--- src/rtl/regbus_demux.sv ---
// regbus_demux: one-master to NUM_SLAVES-slave register-bus router.
// Requests are decoded against base/mask windows, with the lowest matching index
// winning. Each request goes to the selected slave, and the slave's response
// comes back to the master. Unmapped addresses and slave timeouts complete with
// ERR_DATA and the error flag set. A saturating counter records error responses.
module regbus_demux #(
  parameter int ADDR_WIDTH     = 32,
  parameter int DATA_WIDTH     = 32,
  parameter int NUM_SLAVES     = 4,
  parameter logic [NUM_SLAVES*ADDR_WIDTH-1:0] SLAVE_BASE =
    {32'h0000_3000, 32'h0000_2000, 32'h0000_1000, 32'h0000_0000},
  parameter logic [NUM_SLAVES*ADDR_WIDTH-1:0] SLAVE_MASK = {4{32'hFFFF_F000}},
  parameter int TIMEOUT_CYCLES = 256,
  parameter logic [31:0] ERR_DATA = 32'hDEAD_BEEF,
  parameter int ERR_CNT_W      = 16
) (
  input  logic                             clk,
  input  logic                             rst,
  input  logic                             m_addr_valid,
  output logic                             m_reg_ready,
  input  logic                             m_reg_write,
  input  logic [ADDR_WIDTH-1:0]            m_reg_addr,
  input  logic [DATA_WIDTH-1:0]            m_reg_wdata,
  output logic [DATA_WIDTH-1:0]            m_reg_rdata,
  output logic                             m_reg_err,
  output logic [NUM_SLAVES-1:0]            s_addr_valid,
  input  logic [NUM_SLAVES-1:0]            s_reg_ready,
  output logic [NUM_SLAVES-1:0]            s_reg_write,
  output logic [NUM_SLAVES*ADDR_WIDTH-1:0] s_reg_addr,
  output logic [NUM_SLAVES*DATA_WIDTH-1:0] s_reg_wdata,
  input  logic [NUM_SLAVES*DATA_WIDTH-1:0] s_reg_rdata,
  output logic [ERR_CNT_W-1:0]             err_count
);

  localparam int SEL_W = (NUM_SLAVES > 1) ? $clog2(NUM_SLAVES) : 1;
  localparam int TW    = (TIMEOUT_CYCLES > 1) ? $clog2(TIMEOUT_CYCLES) : 1;
  localparam logic [TW-1:0] T_LAST =
    TW'((TIMEOUT_CYCLES > 0) ? (TIMEOUT_CYCLES - 1) : 0);
  localparam logic [DATA_WIDTH-1:0] ERR_RDATA = DATA_WIDTH'(ERR_DATA);

  typedef enum logic [1:0] {IDLE, FWD, RESP} state_t;

  state_t                  state, state_nxt;
  logic [SEL_W-1:0]        sel, hit_idx;
  logic                    hit;
  logic [ADDR_WIDTH-1:0]   lat_addr;
  logic                    lat_write;
  logic [DATA_WIDTH-1:0]   lat_wdata;
  logic [TW-1:0]           tcnt;
  logic                    lat_ld, tcnt_clr, tcnt_inc, rsp_ld, rsp_err;
  logic [DATA_WIDTH-1:0]   rsp_rdata;
  logic                    sel_ready;
  logic [DATA_WIDTH-1:0]   sel_rdata;

  // The counter holds at all-ones so that a long error burst cannot wrap it back to small values.
  function automatic logic [ERR_CNT_W-1:0] sat_inc(input logic [ERR_CNT_W-1:0] v);
    return (&v) ? v : v + 1'b1;
  endfunction

  // Address decode: scan downward so the lowest matching window is the one left selected.
  always_comb begin
    hit     = 1'b0;
    hit_idx = '0;
    for (int i = NUM_SLAVES - 1; i >= 0; i--) begin
      if ((m_reg_addr & SLAVE_MASK[i*ADDR_WIDTH +: ADDR_WIDTH]) ==
          (SLAVE_BASE[i*ADDR_WIDTH +: ADDR_WIDTH] & SLAVE_MASK[i*ADDR_WIDTH +: ADDR_WIDTH])) begin
        hit     = 1'b1;
        hit_idx = SEL_W'(i);
      end
    end
  end

  assign sel_ready = s_reg_ready[sel];
  assign sel_rdata = s_reg_rdata[int'(sel)*DATA_WIDTH +: DATA_WIDTH];

  // Every slave sees the latched request. Only the valid bit depends on the selected slave.
  assign s_reg_write = {NUM_SLAVES{lat_write}};
  assign s_reg_addr  = {NUM_SLAVES{lat_addr}};
  assign s_reg_wdata = {NUM_SLAVES{lat_wdata}};

  // Next-state logic, per-state control strobes and the master/slave handshake outputs.
  always_comb begin
    state_nxt    = state;
    lat_ld       = 1'b0;
    tcnt_clr     = 1'b0;
    tcnt_inc     = 1'b0;
    rsp_ld       = 1'b0;
    rsp_err      = 1'b0;
    rsp_rdata    = '0;
    m_reg_ready  = 1'b0;
    s_addr_valid = '0;
    case (state)
      IDLE: begin
        if (m_addr_valid) begin
          lat_ld = 1'b1;
          if (hit) begin
            tcnt_clr  = 1'b1;
            state_nxt = FWD;
          end else begin
            rsp_ld    = 1'b1;
            rsp_err   = 1'b1;
            rsp_rdata = ERR_RDATA;
            state_nxt = RESP;
          end
        end
      end
      FWD: begin
        s_addr_valid[sel] = 1'b1;
        if (sel_ready) begin
          // A ready in the final timeout cycle is still taken as a good response.
          rsp_ld    = 1'b1;
          rsp_rdata = lat_write ? '0 : sel_rdata;
          state_nxt = RESP;
        end else if ((TIMEOUT_CYCLES != 0) && (tcnt == T_LAST)) begin
          rsp_ld    = 1'b1;
          rsp_err   = 1'b1;
          rsp_rdata = ERR_RDATA;
          state_nxt = RESP;
        end else begin
          tcnt_inc = 1'b1;
        end
      end
      RESP: begin
        m_reg_ready = 1'b1;
        state_nxt   = IDLE;
      end
      default: state_nxt = IDLE;
    endcase
  end

  // State register.
  always_ff @(posedge clk) begin
    if (rst) state <= IDLE;
    else     state <= state_nxt;
  end

  // Request latch, timeout counter, response holding registers and error counter.
  always_ff @(posedge clk) begin
    if (rst) begin
      sel         <= '0;
      lat_addr    <= '0;
      lat_write   <= 1'b0;
      lat_wdata   <= '0;
      tcnt        <= '0;
      m_reg_rdata <= '0;
      m_reg_err   <= 1'b0;
      err_count   <= '0;
    end else begin
      if (lat_ld) begin
        sel       <= hit_idx;
        lat_addr  <= m_reg_addr;
        lat_write <= m_reg_write;
        lat_wdata <= m_reg_wdata;
      end
      if (tcnt_clr)      tcnt <= '0;
      else if (tcnt_inc) tcnt <= tcnt + 1'b1;
      if (rsp_ld) begin
        m_reg_rdata <= rsp_rdata;
        m_reg_err   <= rsp_err;
      end
      if ((state == RESP) && m_reg_err) err_count <= sat_inc(err_count);
    end
  end

endmodule

--- config.mk ---
export PLATFORM = sky130hd
export DESIGN_NAME = regbus_demux
export DESIGN_NICKNAME = d
export VERILOG_FILES = /design/src/rtl/regbus_demux.sv
export SDC_FILE = /design/constraint.sdc
export NUM_CORES = 1
export LEC_CHECK = 0
export CORE_AREA = 2 2 198 200
export CTS_BUF_LIST = sky130_fd_sc_hd__clkbuf_2 sky130_fd_sc_hd__clkbuf_4 sky130_fd_sc_hd__clkbuf_8
export DETAILED_ROUTE_END_ITERATION = 8
export DIE_AREA = 0 0 200 202
export PLACE_DENSITY = 0.56
export SKIP_LAST_GASP = 1
export SLEW_MARGIN = 20
export SYNTH_ARGS = -nofsm -noshare
export SYNTH_HDL_FRONTEND = slang
export SYNTH_SLANG_ARGS = --single-unit
--- constraint.sdc ---
create_clock -name clk -period 5.49 [get_ports clk]
set_input_delay 0.549 -clock clk [delete_from_list [all_inputs] [get_ports clk]]
set_output_delay 0.549 -clock clk [all_outputs]
set_load 0.05 [all_outputs]
==> flow_metrics.env <==
export IMPL_cp_start_kind="register"
export IMPL_fin_skew_ns=0.00974
export IMPL_cp_endpoint="s_addr_valid[1]"
export IMPL_crit_reg2reg_capture="m_reg_rdata[18]"
export IMPL_crit_family="buffers and inverters"
export IMPL_worst_pin_slew_ns=1.14
export IMPL_htree_levels=4
export IMPL_final_nets=1311
export IMPL_num_vias=6561
export IMPL_hold_class="reg2reg"
export IMPL_port_buffers=513
export IMPL_status="completed"
export IMPL_clock_tree_root_cell="clkbuf_8"
export IMPL_max_freq_mhz=331
export IMPL_place_ws_ns=2.08
export IMPL_ios=514
export IMPL_comb_power_share_pct=33.9
export IMPL_dpl_hpwl_mm=20.8
export IMPL_fp_dieH_um=202
export IMPL_grt_overflow_total=0
export IMPL_post_route_min_period_ns=3.03
export IMPL_final_antenna_net_count=0
export IMPL_ir_worst_vdd_mv=0.132
export IMPL_die_area_um2=40400
export IMPL_synth_flop_cell="dfxtp_1"
export IMPL_relSlewSlack_pct=24.1
export IMPL_drc=0
export IMPL_avgSynthCellArea_um2=8.73
export IMPL_worstPathArrival_ns=2.48
export IMPL_p_sw_w=0.00105
export IMPL_n_fill_cell=4017
export IMPL_fin_crit_sh_pct=55.1
export IMPL_hold_violations=0
export IMPL_synth_distinct_cells=42
export IMPL_clockBufferDepth=2
export IMPL_synthArstFlopShare_pct=0
export IMPL_drive_gt1_share_pct=7.22
export IMPL_synth_fp_nets=1014
export IMPL_powerDensity_nw_per_um2=248
export IMPL_dr_pass1_iters=5
export IMPL_syn_inst=812
export IMPL_rrSetupSlack_ns=2.63
export IMPL_max_stage_delay_ns=0.85
export IMPL_area_growth_pct=65.1
export IMPL_ys_seq_elements=126
export IMPL_power_leakage_nw=4.05
export IMPL_synth_edf_count=0
export IMPL_sw_frac_of_total_pct=36.3
export IMPL_cts_sinks=126
export IMPL_crit_type="reg2out"
export IMPL_clkPwrFrac_pct=31.3
export IMPL_endpoint_kind="output pin"
export IMPL_cts_setup_buffers=0
export IMPL_max_cap_viol_count=0
export IMPL_syn_cell_area_um2=7090
export IMPL_diodes=0
export IMPL_cts_tree="done"
export IMPL_antenna_found_initial=0
export IMPL_design_area_um2=11700
export IMPL_vias_per_cell=4.00
export IMPL_cts_resized=0
export IMPL_slowest_stage="clkdlybuf4s50_1"
export IMPL_grt_pass1_vias=6341
export IMPL_totalWireLength_mm=26.9
export IMPL_intPower_w=0.00185
export IMPL_core_um2=38300
export IMPL_ys_warn_count=0
export IMPL_crit_path_start="state[0]"
export IMPL_rows=72
export IMPL_reg2reg_depth=6
export IMPL_seq_area_frac_synth_pct=35.6
export IMPL_power_frac_seq_pct=34.9
export IMPL_die_w_um=200
export IMPL_insertion_delay_ns=0.46
export IMPL_crit_cells=4
export IMPL_r2r_start="sel[1]"
export IMPL_place_gp_congestion=0.797
export IMPL_maxSlewViolCount=0
export IMPL_setup_violations_final=0
export IMPL_yosysTopAreaCellShare_pct=35.6
export IMPL_wl_per_cell_um=16.4
export IMPL_cts_hold_repair_buffers=0
export IMPL_synth_top_area_cell="dfxtp_1"
export IMPL_grt_pass1_wl_mm=38.6
export IMPL_min_from="m_reg_rdata[0]"
export IMPL_placed_area_um2=11300
export IMPL_worst_path_buf_inv=1
export IMPL_rsz0062_at_grt="false"
export IMPL_tns_ns=0
export IMPL_setup_ws_ns=2.46
export IMPL_initial_core_util_pct=18.5
export IMPL_crit_fanout=5
export IMPL_crit_chain="nor2b_1, nand2_1, nor2_1, clkdlybuf4s50_1"
export IMPL_drtIter0Drc=276
export IMPL_required_ns=4.94
export IMPL_track_usage_pct=12.8
export IMPL_cts_clk_slew_worst_paths_ns=0.08
export IMPL_synth_area_top_cells="dfxtp_1, buf_4, mux4_2"
export IMPL_grt_max_degree=63
export IMPL_numCtsBuffers=17
registers in the layout, indices dropped and copies added, names as in the netlist:
name,cells
lat_addr,32
lat_wdata,32
m_reg_rdata,32
err_count,16
tcnt,8
sel,2
state,2
lat_write,1
m_reg_err,1
cell usage in the layout, fill, tap and decap left out, types with 2 or more instances in the layout:
cell type | netlist | layout
o21a_1 | 25 | 25
nand2b_1 | 25 | 25
nor4_1 | 7 | 7
buf_4 | 196 | 7
dfxtp_2 | 0 | 2
mux2i_1 | 2 | 2
or3_1 | 4 | 4
clkinvlp_4 | 0 | 3
o21ai_0 | 8 | 8
nor3_1 | 4 | 4
a22o_1 | 8 | 8
clkbuf_8 | 0 | 22
nor2_1 | 29 | 29
clkdlybuf4s50_1 | 0 | 512
nand3_1 | 11 | 11
dfxtp_1 | 126 | 124
ha_1 | 2 | 2
and4_1 | 2 | 2
and3_1 | 5 | 5
nand2_2 | 1 | 2
clkinv_2 | 0 | 2
o2111ai_1 | 3 | 3
nor2b_1 | 2 | 2
mux4_2 | 33 | 33
nand2_1 | 141 | 140
xor2_1 | 13 | 13
nand4_1 | 5 | 5
bufinv_16 | 0 | 3
a21oi_1 | 99 | 99
cell families after synthesis:
group / count (synthesis) / synth area share, %
simple gates: 244 / 15.6
buf+inv: 241 / 23.4
compound gates: 150 / 12.6
flops: 126 / 35.6
mux: 35 / 10.8
xor+xnor: 14 / 1.73
fa+ha+maj: 2 / 0.353
metal layers:
layer  track usage, %  up-vias  wire, um
met2             23.4      319     13800
met5                0        -         0
met4             4.52        0       456
met1             14.0     3069     10400
met3             3.87       22      2220
li1                 -     3151         -
worst min-delay path by stage:
stage | to | cells past startpoint | slack (ns)
4_1_cts | m_reg_rdata[0] | 1 | 0.47
6_report | m_reg_rdata[0] | 1 | 0.47
3_3_place_gp | m_reg_rdata[21] | 1 | 0.45
5_1_grt | m_reg_rdata[2] | 1 | 0.49
2_1_floorplan | tcnt[6] | 2 | 0.47
3_5_place_dp | m_reg_rdata[0] | 1 | 0.45
synth_stat cells, types with 8 or more instances:
library cell / instances
clkbuf_1: 29
o21a_1: 25
nand2_1: 141
a21oi_1: 99
buf_4: 196
a22o_1: 8
nor2_1: 29
mux4_2: 33
buf_2: 8
xor2_1: 13
nand3_1: 11
dfxtp_1: 126
o21ai_0: 8
nand2b_1: 25
power groups by stage:
stage	clock (W)	combinational, W	sequential, W
5_1_grt	0.000991	0.00102	0.00102
2_1_floorplan	0	0.000529	0.00117
3_3_place_gp	0	0.000987	0.00103
3_5_place_dp	0	0.000992	0.00103
4_1_cts	0.000959	0.000993	0.00101
6_report	0.000907	0.000983	0.00101
final cells by class:
| class | instances | area, um2 | share of cell area (%) |
|---|---|---|---|
| Timing Repair Buffer | 519 | 5180 | 44.2 |
| Multi-Input combinational cell | 445 | 2910 | 24.9 |
| Sequential cell | 126 | 2520 | 21.6 |
| Tap cell | 518 | 648 | 5.54 |
| Clock buffer | 23 | 310 | 2.65 |
| Clock inverter | 9 | 131 | 1.12 |
through the flow:
stage | hold WS (ns) | utilization [%] | total power [W] | cells
3_5_place_dp | 0.452 | 29.4 | 0.00203 | 1608
3_3_place_gp | 0.446 | 29.4 | 0.00202 | 1608
4_1_cts | 0.472 | 30.6 | 0.00297 | 1640
2_1_floorplan | 0.472 | - | 0.00169 | 812
5_1_grt | 0.489 | 30.6 | 0.00303 | 1640
6_report | 0.470 | 30.6 | 0.00290 | 1640
No activity file was read; power rests on OpenSTA's default activity.
